==> src/rtl/inference_scheduler.sv <==
// inference_scheduler: round-robin scheduler sharing one classifier engine
// among NUM_CH sensor channels. A programmable period timer launches scan
// rounds; each round starts one classification per enabled, ready channel and
// forwards the tagged result as a one-cycle pulse.
// Optional feature: define SCHED_TIMEOUT_EN to enable the WAIT_DONE watchdog
// (abandons a classification after TIMEOUT_CYCLES and pulses timeout_err).
module inference_scheduler #(
  parameter int unsigned NUM_CH         = 4,
  parameter int unsigned CH_W           = 2,
  parameter int unsigned TIMEOUT_CYCLES = 1023
) (
  input  logic              clk,
  input  logic              rst_n,
  input  logic              enable,
  input  logic [15:0]       period,
  input  logic [NUM_CH-1:0] ch_mask,
  input  logic [NUM_CH-1:0] window_ready,
  output logic [NUM_CH-1:0] window_ack,
  output logic              cls_start,
  output logic [CH_W-1:0]   cls_ch,
  input  logic              cls_done,
  input  logic [1:0]        cls_class_id,
  input  logic [7:0]        cls_confidence,
  output logic              res_valid,
  output logic [CH_W-1:0]   res_ch,
  output logic [1:0]        res_class_id,
  output logic [7:0]        res_confidence,
  output logic              timeout_err,
  output logic              tick_overrun,
  output logic              sched_busy,
  output logic [7:0]        round_count
);

  if (NUM_CH < 2 || NUM_CH > 8 || CH_W != $clog2(NUM_CH) || TIMEOUT_CYCLES < 1) begin : g_cfg_check
    $error("inference_scheduler: unsupported parameter combination");
  end

  typedef enum logic [2:0] {
    IDLE,
    WAIT_TICK,
    SELECT,
    START,
    WAIT_DONE,
    REPORT
  } state_t;

  state_t          state, state_nxt;
  logic [CH_W-1:0] ptr, ptr_nxt;
  logic [15:0]     per_cnt;
  logic            tick;
  logic            pending;
  logic            pend_clr;
  logic            round_inc;
  logic            last_ch;
  logic            sel_hit;
  logic            done_ok;
  logic            timeout_hit;

  assign last_ch = (ptr == CH_W'(NUM_CH - 1));
  assign sel_hit = ch_mask[ptr] & window_ready[ptr];
  assign done_ok = (state == WAIT_DONE) && cls_done;

  // Round tick: counter free-runs while enabled and out of IDLE; >= compare
  // keeps a shrunk period from letting the counter run past its target.
  assign tick = enable && (state != IDLE) &&
                ((period <= 16'd1) || (per_cnt >= (period - 16'd1)));

`ifdef SCHED_TIMEOUT_EN
  localparam int unsigned WD_W = $clog2(TIMEOUT_CYCLES + 1);
  logic [WD_W-1:0] wd_cnt;

  // Watchdog: counts cycles spent in WAIT_DONE, restarts on every entry.
  always_ff @(posedge clk or negedge rst_n) begin
    if (!rst_n) begin
      wd_cnt <= '0;
    end else if (state == WAIT_DONE) begin
      wd_cnt <= wd_cnt + WD_W'(1);
    end else begin
      wd_cnt <= '0;
    end
  end

  // A result arriving in the expiry cycle takes priority over the timeout.
  assign timeout_hit = (state == WAIT_DONE) && !cls_done &&
                       (wd_cnt == WD_W'(TIMEOUT_CYCLES - 1));
`else
  assign timeout_hit = 1'b0;
`endif

  // Period counter: held at zero while disabled or idle.
  always_ff @(posedge clk or negedge rst_n) begin
    if (!rst_n) begin
      per_cnt <= '0;
    end else if (!enable || (state == IDLE) || tick) begin
      per_cnt <= '0;
    end else begin
      per_cnt <= per_cnt + 16'd1;
    end
  end

  // Pending-round flag and sticky overrun; a tick coinciding with the flag
  // being consumed re-arms it instead of counting as an overrun.
  always_ff @(posedge clk or negedge rst_n) begin
    if (!rst_n) begin
      pending      <= 1'b0;
      tick_overrun <= 1'b0;
    end else begin
      if (!enable) begin
        pending <= 1'b0;
      end else if (tick) begin
        pending <= 1'b1;
        if (pending && !pend_clr) begin
          tick_overrun <= 1'b1;
        end
      end else if (pend_clr) begin
        pending <= 1'b0;
      end
    end
  end

  // FSM state and channel pointer registers.
  always_ff @(posedge clk or negedge rst_n) begin
    if (!rst_n) begin
      state <= IDLE;
      ptr   <= '0;
    end else begin
      state <= state_nxt;
      ptr   <= ptr_nxt;
    end
  end

  // Next-state logic: channel scan, classification handshake, enable drop.
  always_comb begin
    state_nxt = state;
    ptr_nxt   = ptr;
    pend_clr  = 1'b0;
    round_inc = 1'b0;
    unique case (state)
      IDLE: begin
        if (enable) state_nxt = WAIT_TICK;
      end
      WAIT_TICK: begin
        if (!enable) begin
          state_nxt = IDLE;
          ptr_nxt   = '0;
        end else if (pending) begin
          state_nxt = SELECT;
          ptr_nxt   = '0;
          pend_clr  = 1'b1;
        end
      end
      SELECT: begin
        if (!enable) begin
          state_nxt = IDLE;
          ptr_nxt   = '0;
        end else if (sel_hit) begin
          state_nxt = START;
        end else if (last_ch) begin
          state_nxt = WAIT_TICK;
          ptr_nxt   = '0;
          round_inc = 1'b1;
        end else begin
          ptr_nxt = ptr + CH_W'(1);
        end
      end
      START: begin
        state_nxt = WAIT_DONE;
      end
      WAIT_DONE, REPORT: begin
        if ((state == WAIT_DONE) && cls_done) begin
          state_nxt = REPORT;
        end else if ((state == REPORT) || timeout_hit) begin
          // Channel finished (reported or abandoned): advance or leave.
          round_inc = last_ch;
          if (!enable) begin
            state_nxt = IDLE;
            ptr_nxt   = '0;
          end else if (last_ch) begin
            state_nxt = WAIT_TICK;
            ptr_nxt   = '0;
          end else begin
            state_nxt = SELECT;
            ptr_nxt   = ptr + CH_W'(1);
          end
        end
      end
      default: begin
        state_nxt = IDLE;
        ptr_nxt   = '0;
      end
    endcase
  end

  // Start pulse, one-hot window acknowledge and busy flag decode from state.
  always_comb begin
    window_ack = '0;
    cls_start  = (state == START);
    sched_busy = (state == SELECT) || (state == START) ||
                 (state == WAIT_DONE) || (state == REPORT);
    if (state == START) begin
      window_ack[ptr] = 1'b1;
    end
  end

  // Channel tag, result capture, error pulse and round counter.
  always_ff @(posedge clk or negedge rst_n) begin
    if (!rst_n) begin
      cls_ch         <= '0;
      res_valid      <= 1'b0;
      res_ch         <= '0;
      res_class_id   <= '0;
      res_confidence <= '0;
      timeout_err    <= 1'b0;
      round_count    <= '0;
    end else begin
      res_valid   <= done_ok;
      timeout_err <= timeout_hit;
      if ((state == SELECT) && enable && sel_hit) begin
        cls_ch <= ptr;
      end
      if (done_ok) begin
        res_ch         <= cls_ch;
        res_class_id   <= cls_class_id;
        res_confidence <= cls_confidence;
      end
      if (round_inc) begin
        round_count <= round_count + 8'd1;
      end
    end
  end

endmodule
==> config.mk <==
export PLATFORM = sky130hd
export DESIGN_NAME = inference_scheduler
export DESIGN_NICKNAME = d
export VERILOG_FILES = /design/src/rtl/inference_scheduler.sv
export SDC_FILE = /design/constraint.sdc
export NUM_CORES = 1
export LEC_CHECK = 0
export CORE_MARGIN = 2
export CORE_UTILIZATION = 54
export DETAILED_ROUTE_END_ITERATION = 10
export PLACE_DENSITY = 0.91
export SLEW_MARGIN = 30
export SYNTH_ARGS = -nofsm -noshare
export SYNTH_HDL_FRONTEND = slang
export SYNTH_SLANG_ARGS = --single-unit
==> constraint.sdc <==
create_clock -name clk -period 6.1 [get_ports clk]
set_input_delay 1.22 -clock clk [delete_from_list [all_inputs] [get_ports clk]]
set_output_delay 1.22 -clock clk [all_outputs]
set_load 0.02 [all_outputs]
==> results_tabular.tex, run 1 <==
\begin{tabular}{lr}
\hline
Metric & Value \\
\hline
\multicolumn{2}{l}{\textbf{Synth}} \\
Number of warning messages in the yosys log & 0 \\
Number of flip-flops and latches in the synthesized netlist & 46 \\
Predominant post-synthesis flop cell & sky130\_fd\_sc\_hd\_\_dfrtp\_1 \\
EDFF count, synth & 0 \\
Mean instance size in the synthesized netlist & a little under 10 um\^{}2 \\
Mapped Cells & 298 \\
Part of the Yosys area used for sequential elements & 0.389 \\
Post-synthesis instance area & 0.00296 mm\^{}2 \\
Mapped Nets & 360 \\
Ys async rst share & 1.00 \\
Unique masters post-synth & 48 \\
\multicolumn{2}{l}{\textbf{CTS}} \\
Master cell of the clock root buffer & sky130\_fd\_sc\_hd\_\_clkbuf\_8 \\
Clock latency at the later pin of the worst-skew pair & roughly 300 ps \\
Clock Tree Buf Depth & 2 \\
Count of clock tree sinks & 46 \\
TritonCTS buffer count & 5 \\
Number of instances resized during post-cts repair & 0 \\
Number of H-tree levels & 2 \\
Clock slew at reported path FFs & 80 ps \\
Hold Buf Count CTS & 0 \\
CTS tree & done \\
Buffer count from post-CTS setup fixing & 0 \\
\multicolumn{2}{l}{\textbf{Finish}} \\
Fraction of final layout cells sized beyond drive strength 1 & 0.0917 \\
Design area & 0.00380 mm\^{}2 \\
Footprint of the flip-flops and latches & 0.00115 mm\^{}2 \\
Area growth from synthesis to layout & 28.4\% \\
Area taken by multi-input logic gates & 0.00172 mm\^{}2 \\
Final core utilization & 0.730 \\
Net total in the final layout & around 420 \\
Total inserted antenna cells & 0 \\
Final std cells w/o fill & 430 \\
Number of fill cells in the layout & 387 \\
\multicolumn{2}{l}{\textbf{Critical path}} \\
Cell with the largest stage delay on the worst path & sky130\_fd\_sc\_hd\_\_o21ai\_2 \\
Reg-to-Reg End & per\_cnt[11] \\
Cell occurring most often along the worst timing path & sky130\_fd\_sc\_hd\_\_nor3\_1 \\
Endpoint class of the critical path & flop \\
Worst endpoint required time & around 6300 ps \\
Critical register-to-register path startpoint & per\_cnt[13] \\
Cell family contributing the most delay on the critical path & simple AND/OR/NAND/NOR gates \\
Critical path type & input pin to flop \\
Sum of buffers and inverters on the critical path & 1 \\
Kind of start point of the critical path & input pin \\
Setup slack on the worst flop-to-flop path & 3850 ps \\
Arrival time of the worst setup path & 4520 ps \\
Critical Path Fanout Max & 16 \\
CP Cell Sequence & clkdlybuf4s50\_1, nor4\_1, nand3\_1, nor3\_1, xnor2\_1, ha\_1, nand4\_1, nor3\_1, o211ai\_1, o21ai\_2, nor3\_1 \\
Cell count of the worst reg-to-reg path & 6 \\
Delay of the slowest cell on the worst path & approximately 600 ps \\
\multicolumn{2}{l}{\textbf{Global route}} \\
Antenna violations before repair & 0 \\
First-pass GRT wire length & 10600 um \\
Vias in the first global route & between 2000 and 2500 \\
Pin count of the biggest net entering global routing & 47 \\
GRT overflow & 0 \\
GRT Util Overall & 0.214 \\
\multicolumn{2}{l}{\textbf{Power and ir drop}} \\
Worst vdd ir & 170 uV \\
Power density over the cells & 278 mW/mm\^{}2 \\
LEAKAGE & around 1.6 nW \\
Final Total Pwr & approximately 1.1 mW \\
\multicolumn{2}{l}{\textbf{Detailed routing}} \\
Average vias per placed instance & 5.68 \\
Router iterations before antenna repair & 4 \\
Number of vias after detailed routing & 2443 \\
Count of routing violations after the opening detailed-route iteration & around 220 \\
Total routed wirelength & 6200 um \\
Remaining DRCs & 0 \\
Final ANT Viol Nets & 0 \\
Detail-routed net length per standard cell & 14.4 um \\
\multicolumn{2}{l}{\textbf{STA}} \\
Total Negative Setup Slacks & 0 ps \\
Relative slew slack & 0.486 \\
Final critical path time including I/O delays and setup & about 4400 ps \\
Transition time at the pin with the least slew margin & 769 ps \\
Achievable frequency & $\sim$0.23 GHz \\
Worst-case setup margin in the final layout & between 1500 and 2000 ps \\
Final Hold Vio Count & 0 \\
RSZ-0062 raised after global routing & no \\
Worst hold slack & 472 ps \\
Portion of the clock cycle consumed by the worst path in the final layout & 0.717 \\
Number of slew-limit violations in the final report & 0 \\
Clock skew after layout & 2.25 ps \\
Count of final setup violators & 0 \\
\multicolumn{2}{l}{\textbf{Floorplan}} \\
Overall die area & 0.00609 mm\^{}2 \\
Site row count & 26 \\
Total I/O pin count & 69 \\
Y dimension of the die & 78.0 um \\
Initial core utilization & 0.568 \\
Horizontal die dimension & 78.0 um \\
Area of the core region & 0.00520 mm\^{}2 \\
\multicolumn{2}{l}{\textbf{Placement}} \\
Final HPWL from detailed placement & about 4700 um \\
Worst slack after detailed placement & around 1200 ps \\
Number of I/O port buffers & 67 \\
Post-DP Area & 0.00365 mm\^{}2 \\
Routability congestion estimate & 0.814 \\
Placed cells & 422 \\
\multicolumn{2}{l}{\textbf{Hold path}} \\
Beginning of the worst hold path & round\_count[7] \\
Path type of the worst min-delay path & flop to flop \\
Worst hold path endpoint & round\_count[7] \\
Hold Path Cell Cnt & 1 \\
\multicolumn{2}{l}{\textbf{Run}} \\
Max-Cap Viols & 0 \\
\multicolumn{2}{l}{\textbf{Outcome}} \\
Outcome & completed \\
\hline
\end{tabular}
==> final cells by class <==
class | instances | area share
repair buffers | 67 | 0.176
flip-flops and latches | 46 | 0.303
clock inverters | 2 | 0.0158
well taps | 70 | 0.0231
multi-input cells | 231 | 0.452
clock buffers | 6 | 0.0217
inverters | 8 | 0.00791
==> layout by cell type, fill, tap and decap left out, types with 6 or more instances in the layout <==
cell and instances:
sky130_fd_sc_hd__o21ai_0 9, sky130_fd_sc_hd__mux2_2 15, sky130_fd_sc_hd__and3_1 7, sky130_fd_sc_hd__nand2_1 19, sky130_fd_sc_hd__xor2_1 16, sky130_fd_sc_hd__nor2_1 15
sky130_fd_sc_hd__and2_1 7, sky130_fd_sc_hd__dfrtp_1 46, sky130_fd_sc_hd__clkdlybuf4s50_1 66, sky130_fd_sc_hd__nand2b_1 8, sky130_fd_sc_hd__a21oi_1 9, sky130_fd_sc_hd__nor3_1 22
sky130_fd_sc_hd__nand3_1 11, sky130_fd_sc_hd__inv_1 8, sky130_fd_sc_hd__ha_1 24, sky130_fd_sc_hd__clkbuf_8 6, sky130_fd_sc_hd__xnor2_1 19, sky130_fd_sc_hd__o211ai_1 6
==> worst reg2reg max path: stages (launching register included) <==
cell	delay [ps]
sky130_fd_sc_hd__dfrtp_1	430
sky130_fd_sc_hd__ha_1	330
sky130_fd_sc_hd__nand4_1	120
sky130_fd_sc_hd__nor3_1	270
sky130_fd_sc_hd__o211ai_1	210
sky130_fd_sc_hd__o21ai_2	610
sky130_fd_sc_hd__nor3_1	140
==> synthesized netlist by cell type, types with 2 or more instances <==
master / n / area [um^2]
sky130_fd_sc_hd__a21o_1: 2 / 15.0
sky130_fd_sc_hd__a21oi_1: 9 / 45.0
sky130_fd_sc_hd__and2_1: 7 / 43.8
sky130_fd_sc_hd__and3_1: 7 / 43.8
sky130_fd_sc_hd__and4_1: 3 / 26.3
sky130_fd_sc_hd__buf_2: 2 / 10.0
sky130_fd_sc_hd__clkbuf_1: 9 / 33.8
sky130_fd_sc_hd__dfrtp_1: 46 / 1150
sky130_fd_sc_hd__ha_1: 24 / 300
sky130_fd_sc_hd__inv_1: 8 / 30.0
sky130_fd_sc_hd__mux2_2: 15 / 169
sky130_fd_sc_hd__nand2_1: 19 / 71.3
sky130_fd_sc_hd__nand2b_1: 8 / 50.1
sky130_fd_sc_hd__nand3_1: 11 / 55.1
sky130_fd_sc_hd__nand4_1: 5 / 31.3
sky130_fd_sc_hd__nor2_1: 15 / 56.3
sky130_fd_sc_hd__nor2b_1: 2 / 12.5
sky130_fd_sc_hd__nor3_1: 22 / 110
sky130_fd_sc_hd__nor4_1: 4 / 25.0
sky130_fd_sc_hd__o2111ai_1: 4 / 35.0
sky130_fd_sc_hd__o211ai_1: 6 / 45.0
sky130_fd_sc_hd__o21ai_0: 9 / 45.0
sky130_fd_sc_hd__o31ai_1: 3 / 22.5
sky130_fd_sc_hd__xnor2_1: 19 / 166
sky130_fd_sc_hd__xor2_1: 16 / 140
==> worst max-delay path by stage <==
stage             endpoint  depth (start not counted)  startpoint  slack, ps
6_report       per_cnt[11]                         11   period[4]       1720
5_1_grt         per_cnt[7]                         11   period[4]       1390
4_1_cts        per_cnt[11]                         11   period[4]       1470
3_3_place_gp   per_cnt[15]                         11   period[6]       1380
2_1_floorplan  per_cnt[10]                         11   period[6]       2290
3_5_place_dp    per_cnt[9]                         11   period[4]       1170
==> flip-flops by register name, indices dropped and copies added, names as in the netlist, 2 cells and up <==
name	flops
per_cnt	16
res_confidence	8
round_count	8
state	3
cls_ch	2
ptr	2
res_ch	2
res_class_id	2
==> report_power, final <==
group	switching [mW]	internal (mW)	total [mW]
registers	0.0515	0.358	0.409
logic	0.186	0.184	0.370
clock network	0.100	0.175	0.275
total	0.337	0.716	1.05
==> metal layers <==
layer	wire length, um	GRT usage	vias up	part of all wire
met5	0	0	-	0
met4	104	0.0754	0	0.017
met3	331	0.0299	11	0.053
met2	3140	0.383	91	0.51
met1	2630	0.265	1146	0.42
li1	-	-	1195	-
==> kinds of logic (layout without fill, tap and decap cells) <==
group | Yosys count | count (layout) | share of synthesized area
mux | 17 | 17 | 0.0681
fa+ha+maj | 24 | 24 | 0.102
simple gates | 110 | 110 | 0.198
buf+inv | 21 | 83 | 0.0313
xor+xnor | 35 | 35 | 0.104
other cells | 1 | 1 | 0.00127
compound gates | 44 | 44 | 0.107
flops | 46 | 46 | 0.389
Power figures use the tool's default switching activity.
==> run 2: changes to the inputs <==
CORE_UTILIZATION = 50   (was 54)
PLACE_DENSITY = 0.86   (was 0.91)
clock period = 4.1 ns   (was 6.1 ns; I/O delays follow)
==> results_tabular.tex, run 2 (synthesis gave the netlist of run 1 again) <==
\begin{tabular}{lr}
\hline
Metric & Value \\
\hline
\multicolumn{2}{l}{\textbf{Critical path}} \\
Critical Path Fanout Max & 16 (unchanged) \\
Cell count of the worst reg-to-reg path & 5 (-1) \\
Kind of start point of the critical path & input pin \\
Critical register-to-register path startpoint & ptr[0] \\
Arrival time of the worst setup path & 3720 ps (-800 ps) \\
Origin of the worst setup path & period[0] \\
Worst endpoint required time & 4310 ps (-1940 ps) \\
Critical path type & input pin to flop \\
Endpoint class of the critical path & flop \\
\multicolumn{2}{l}{\textbf{Placement}} \\
Placed cells & 431 (+2.1\%) \\
Final HPWL from detailed placement & 4700 um (+0.59\%) \\
Post-DP Area & 0.00368 mm\^{}2 (+0.99\%) \\
Routability congestion estimate & 0.832 (+2.2\%) \\
Number of I/O port buffers & 67 (unchanged) \\
Worst slack after detailed placement & 195 ps (-979 ps) \\
\multicolumn{2}{l}{\textbf{Finish}} \\
Design area & 0.00383 mm\^{}2 (+0.86\%) \\
Final core utilization & 0.659 (-0.0710) \\
Area taken by multi-input logic gates & 0.00171 mm\^{}2 (-0.22\%) \\
Largest register FFs & 16 (unchanged) \\
Fraction of final layout cells sized beyond drive strength 1 & 0.0989 (+0.00723) \\
Most common cell after layout, fill and taps aside & sky130\_fd\_sc\_hd\_\_clkdlybuf4s50\_1 \\
Registers with the highest flip-flop counts & per\_cnt (16), res\_confidence (8), round\_count (8) \\
Area growth from synthesis to layout & 29.5\% \\
Net total in the final layout & 425 (+0.95\%) \\
Register name with the most flops & per\_cnt \\
Number of fill cells in the layout & 487 (+26\%) \\
Footprint of the flip-flops and latches & 0.00115 mm\^{}2 (unchanged) \\
Total inserted antenna cells & 0 (unchanged) \\
Final std cells w/o fill & 439 (+2.1\%) \\
Commonest cells after routing, fill and taps aside & sky130\_fd\_sc\_hd\_\_clkdlybuf4s50\_1 (66), sky130\_fd\_sc\_hd\_\_dfrtp\_1 (46), sky130\_fd\_sc\_hd\_\_ha\_1 (24) \\
\multicolumn{2}{l}{\textbf{Floorplan}} \\
Area of the core region & 0.00582 mm\^{}2 (+12\%) \\
Initial core utilization & 0.509 (-0.0597) \\
Site row count & 28 (+7.7\%) \\
Y dimension of the die & 80.9 um (+3.7\%) \\
Overall die area & 0.00655 mm\^{}2 (+7.6\%) \\
Total I/O pin count & 69 (unchanged) \\
Horizontal die dimension & 80.9 um (+3.7\%) \\
\multicolumn{2}{l}{\textbf{STA}} \\
Final Hold Vio Count & 0 (unchanged) \\
Portion of the clock cycle consumed by the worst path in the final layout & 0.857 \\
Worst-case setup margin in the final layout & 584 ps (-1140 ps) \\
Final critical path time including I/O delays and setup & 3520 ps \\
Worst hold slack & 475 ps (+2.68 ps) \\
Relative slew slack & 0.608 (+0.122) \\
Count of final setup violators & 0 (unchanged) \\
Total Negative Setup Slacks & 0 ps (unchanged) \\
Number of slew-limit violations in the final report & 0 (unchanged) \\
Transition time at the pin with the least slew margin & 588 ps (-181 ps) \\
Achievable frequency & 0.284 GHz \\
RSZ-0062 raised after global routing & no \\
Clock skew after layout & 11.3 ps (+9.08 ps) \\
\multicolumn{2}{l}{\textbf{Global route}} \\
Pin count of the biggest net entering global routing & 47 (unchanged) \\
GRT overflow & 0 (unchanged) \\
Vias in the first global route & 2243 (-5.4\%) \\
GRT Util Overall & 0.193 (-0.0210) \\
Antenna violations before repair & 0 (unchanged) \\
First-pass GRT wire length & 10000 um (-5.9\%) \\
\multicolumn{2}{l}{\textbf{Power and ir drop}} \\
Power density over the cells & 407 mW/mm\^{}2 (+47\%) \\
LEAKAGE & 1.65 nW (+1.2\%) \\
Final Total Pwr & 1.56 mW (+48\%) \\
Worst vdd ir & 322 uV (+89\%) \\
\multicolumn{2}{l}{\textbf{Detailed routing}} \\
Count of routing violations after the opening detailed-route iteration & 141 (-35\%) \\
Total routed wirelength & 5910 um (-4.8\%) \\
Number of vias after detailed routing & 2408 (-1.4\%) \\
Remaining DRCs & 0 (unchanged) \\
Final ANT Viol Nets & 0 (unchanged) \\
Detail-routed net length per standard cell & 13.5 um (-6.7\%) \\
Router iterations before antenna repair & 5 (+1) \\
Average vias per placed instance & 5.49 (-3.5\%) \\
\multicolumn{2}{l}{\textbf{Hold path}} \\
Path type of the worst min-delay path & flop to flop \\
Hold Path Cell Cnt & 1 (unchanged) \\
Beginning of the worst hold path & round\_count[7] \\
\multicolumn{2}{l}{\textbf{CTS}} \\
Master cell of the clock root buffer & sky130\_fd\_sc\_hd\_\_clkbuf\_8 \\
Number of instances resized during post-cts repair & 0 (unchanged) \\
Clock Tree Buf Depth & 2 (unchanged) \\
TritonCTS buffer count & 5 (unchanged) \\
Clock slew at reported path FFs & 90 ps (about the same) \\
CTS tree & done \\
Hold Buf Count CTS & 0 (unchanged) \\
Number of H-tree levels & 2 (unchanged) \\
Count of clock tree sinks & 46 (unchanged) \\
Buffer count from post-CTS setup fixing & 0 (unchanged) \\
Clock latency at the later pin of the worst-skew pair & 290 ps (about the same) \\
\multicolumn{2}{l}{\textbf{Run}} \\
Max-Cap Viols & 0 (unchanged) \\
\multicolumn{2}{l}{\textbf{Outcome}} \\
Outcome & completed \\
\hline
\end{tabular}
==> run 2: cell types whose count changed in the layout (fill, tap and decap cells not counted), sizes merged <==
cell  previous run  this run
buf              1         5
==> run 2: report_power, final <==
group,internal [mW],switching (mW),leakage [nW]
Combinational,0.281,0.271,0.961
Sequential,0.532,0.0699,0.620
Clock,0.260,0.145,0.0714
==> run 2: area by class of cell <==
cell class / count / share of cell area
Tap cell: 75 / 0.0245
Timing Repair Buffer: 71 / 0.182
Multi-Input combinational cell: 231 / 0.448
Clock inverter: 2 / 0.0157
Clock buffer: 6 / 0.0216
Sequential cell: 46 / 0.301
Inverter: 8 / 0.00784
==> run 2: final timing paths <==
path,to,slack (ps)
worst min register to register,round_count[7],480
worst max register to register,round_count[1],1970
min in group asynchronous,round_count[3],510
worst max-delay path,per_cnt[11],580
max in group asynchronous,res_confidence[2],3200
worst min-delay path,round_count[7],480
==> run 2: per-layer routing <==
metal,global-route usage,vias up,wire [um]
met5,0,-,0
met4,0.0678,0,63
met3,0.0356,6,319
met2,0.324,76,2760
met1,0.251,1131,2760
li1,-,1195,-
==> run 2: worst max-delay path, stage by stage <==
cell and delay [ps]:
sky130_fd_sc_hd__clkdlybuf4s50_1 460, sky130_fd_sc_hd__nor4_1 420, sky130_fd_sc_hd__nand2_1 200, sky130_fd_sc_hd__nor4_1 270, sky130_fd_sc_hd__xnor2_1 180, sky130_fd_sc_hd__ha_1 270
sky130_fd_sc_hd__a21oi_1 150, sky130_fd_sc_hd__o21a_1 130, sky130_fd_sc_hd__a2bb2oi_1 240, sky130_fd_sc_hd__o311ai_4 150, sky130_fd_sc_hd__buf_4 220, sky130_fd_sc_hd__nor3_1 210
==> run 3: changes to the inputs <==
CORE_ASPECT_RATIO = 1.1   (was unset)
GPL_ROUTABILITY_DRIVEN = 0   (was unset)
REMOVE_ABC_BUFFERS = 1   (was unset)
==> results_tabular.tex, run 3 (synthesis gave the netlist of run 1 again) <==
\begin{tabular}{lr}
\hline
Metric & Value \\
\hline
\multicolumn{2}{l}{\textbf{Outcome}} \\
Outcome & completed \\
\multicolumn{2}{l}{\textbf{Critical path}} \\
Arrival time of the worst setup path & 3820 ps (+100 ps) \\
Cell family contributing the most delay on the critical path & simple AND/OR/NAND/NOR gates \\
Kind of start point of the critical path & input pin \\
Cell with the largest stage delay on the worst path & sky130\_fd\_sc\_hd\_\_clkdlybuf4s50\_1 \\
Critical path type & input pin to flop \\
Cell occurring most often along the worst timing path & sky130\_fd\_sc\_hd\_\_nor4\_1 \\
Critical Path Fanout Max & 10 (-6) \\
Endpoint class of the critical path & flop \\
Delay of the slowest cell on the worst path & 460 ps (about the same) \\
Worst endpoint required time & 4310 ps (about the same) \\
CP Cell Sequence & clkdlybuf4s50\_1, nor4\_1, nand2\_1, nor4\_1, xnor2\_1, ha\_1, a21oi\_1, o21a\_1, a2bb2oi\_1, o311ai\_4, buf\_4, nor3\_1 \\
Sum of buffers and inverters on the critical path & 2 (unchanged) \\
\multicolumn{2}{l}{\textbf{CTS}} \\
Clock Tree Buf Depth & 2 (unchanged) \\
Hold Buf Count CTS & 0 (unchanged) \\
Master cell of the clock root buffer & sky130\_fd\_sc\_hd\_\_clkbuf\_8 \\
Clock slew at reported path FFs & 90 ps (about the same) \\
Count of clock tree sinks & 46 (unchanged) \\
Number of H-tree levels & 2 (unchanged) \\
CTS tree & done \\
Number of instances resized during post-cts repair & 0 (unchanged) \\
Clock latency at the later pin of the worst-skew pair & 300 ps (about the same) \\
TritonCTS buffer count & 5 (unchanged) \\
Buffer count from post-CTS setup fixing & 0 (unchanged) \\
\multicolumn{2}{l}{\textbf{Floorplan}} \\
Total I/O pin count & 69 (unchanged) \\
Area of the core region & 0.00573 mm\^{}2 (-1.4\%) \\
Horizontal die dimension & 77.3 um (-4.4\%) \\
Overall die area & 0.00655 mm\^{}2 (about the same) \\
Initial core utilization & 0.516 (+0.00733) \\
Site row count & 29 (+3.6\%) \\
Y dimension of the die & 84.7 um (+4.6\%) \\
\multicolumn{2}{l}{\textbf{Placement}} \\
Number of I/O port buffers & 67 (unchanged) \\
Post-DP Area & 0.00369 mm\^{}2 (+0.14\%) \\
Worst slack after detailed placement & 183 ps (-12.3 ps) \\
Final HPWL from detailed placement & 4850 um (+3.1\%) \\
\multicolumn{2}{l}{\textbf{Run}} \\
Max-Cap Viols & 0 (unchanged) \\
\multicolumn{2}{l}{\textbf{Global route}} \\
Antenna violations before repair & 0 (unchanged) \\
GRT Util Overall & 0.199 (+0.00596) \\
Vias in the first global route & 2435 (+8.6\%) \\
GRT overflow & 0 (unchanged) \\
First-pass GRT wire length & 10700 um (+7.2\%) \\
Pin count of the biggest net entering global routing & 47 (unchanged) \\
\multicolumn{2}{l}{\textbf{Finish}} \\
Final core utilization & 0.663 (+0.00490) \\
Area growth from synthesis to layout & 28.6\% \\
Fraction of final layout cells sized beyond drive strength 1 & 0.0989 (unchanged) \\
Total inserted antenna cells & 0 (unchanged) \\
Most common cell after layout, fill and taps aside & sky130\_fd\_sc\_hd\_\_clkdlybuf4s50\_1 \\
Commonest cells after routing, fill and taps aside & sky130\_fd\_sc\_hd\_\_clkdlybuf4s50\_1 (66), sky130\_fd\_sc\_hd\_\_dfrtp\_1 (46), sky130\_fd\_sc\_hd\_\_ha\_1 (24) \\
Register name with the most flops & per\_cnt \\
Number of fill cells in the layout & 495 (+1.6\%) \\
Design area & 0.00380 mm\^{}2 (-0.69\%) \\
Largest register FFs & 16 (unchanged) \\
Registers with the highest flip-flop counts & per\_cnt (16), res\_confidence (8), round\_count (8) \\
Net total in the final layout & 425 (unchanged) \\
\multicolumn{2}{l}{\textbf{STA}} \\
Clock skew after layout & 6.14 ps (-5.19 ps) \\
Relative slew slack & 0.613 (+0.00492) \\
Count of final setup violators & 0 (unchanged) \\
Final Hold Vio Count & 0 (unchanged) \\
Worst-case setup margin in the final layout & 493 ps (-91.4 ps) \\
Final critical path time including I/O delays and setup & 3610 ps (+91.4 ps) \\
Number of slew-limit violations in the final report & 0 (unchanged) \\
Total Negative Setup Slacks & 0 ps (unchanged) \\
Transition time at the pin with the least slew margin & 581 ps (-7.38 ps) \\
Achievable frequency & 0.277 GHz (-2.5\%) \\
RSZ-0062 raised after global routing & no \\
Portion of the clock cycle consumed by the worst path in the final layout & 0.880 (+0.0223) \\
\multicolumn{2}{l}{\textbf{Power and ir drop}} \\
Power density over the cells & 394 mW/mm\^{}2 (-3.1\%) \\
Final Total Pwr & 1.50 mW (-3.7\%) \\
LEAKAGE & 1.63 nW (-1.3\%) \\
Worst vdd ir & 291 uV (-9.8\%) \\
\multicolumn{2}{l}{\textbf{Detailed routing}} \\
Final ANT Viol Nets & 0 (unchanged) \\
Count of routing violations after the opening detailed-route iteration & 195 (+38\%) \\
Average vias per placed instance & 5.44 (-0.74\%) \\
Remaining DRCs & 0 (unchanged) \\
Number of vias after detailed routing & 2401 (-0.29\%) \\
Total routed wirelength & 6200 um (+5.0\%) \\
Router iterations before antenna repair & 4 (-1) \\
Detail-routed net length per standard cell & 14.1 um (+4.5\%) \\
\multicolumn{2}{l}{\textbf{Hold path}} \\
Path type of the worst min-delay path & flop to flop \\
\hline
\end{tabular}
-- run 3: changes by cell type in the layout (fill, tap and decap cells not counted) --
cell                         delta
sky130_fd_sc_hd__bufinv_16      -1
sky130_fd_sc_hd__clkbuf_8       -1
sky130_fd_sc_hd__clkinvlp_4     +2
-- run 3: path summary, 6_finish.rpt --
path	startpoint	end	slack, ps	cells past startpoint
setup / recovery	period[0]	per_cnt[15]	490	12
hold / removal	round_count[7]	round_count[7]	480	1
setup reg to reg	ptr[0]	round_count[1]	1920	5
hold reg to reg	round_count[7]	round_count[7]	480	1
max in group asynchronous	rst_n	res_confidence[3]	3220	1
min in group asynchronous	rst_n	round_count[5]	500	1
-- run 3: where the power goes --
part / internal, mW / switching, mW / leakage, nW
combinational: 0.281 / 0.275 / 0.961
clock: 0.181 / 0.156 / 0.0504
sequential: 0.532 / 0.0752 / 0.620
-- run 3: per-stage QoR --
step / hold WS [ps] / instances
2_1_floorplan: 499 / 285
3_3_place_gp: 462 / 433
3_5_place_dp: 470 / 433
4_1_cts: 488 / 441
5_1_grt: 509 / 441
6_report: 478 / 441
-- run 3: area by class of cell --
class | count | area (um^2) | area share
Clock inverter | 3 | 45.0 | 0.0118
Inverter | 8 | 30.0 | 0.00789
Tap cell | 77 | 96.3 | 0.0253
Multi-Input combinational cell | 231 | 1710 | 0.451
Sequential cell | 46 | 1150 | 0.303
Clock buffer | 5 | 68.8 | 0.0181
Timing Repair Buffer | 71 | 698 | 0.184
-- run 3: worst register-to-register path: stages (launching register included) --
cell,delay (ps)
sky130_fd_sc_hd__dfrtp_1,460
sky130_fd_sc_hd__inv_1,200
sky130_fd_sc_hd__mux4_2,590
sky130_fd_sc_hd__and2_1,270
sky130_fd_sc_hd__o21ai_2,190
sky130_fd_sc_hd__mux2_2,350
-- run 3: per-layer routing --
metal  vias up  wire length [um]  GRT usage  part of all wire
met3         7               273     0.0387             0.044
met2        63              3180      0.360              0.51
met4         0                70     0.0519             0.011
li1       1193                 -          -                 -
met5         -                 0          0                 0
met1      1138              2680      0.243              0.43
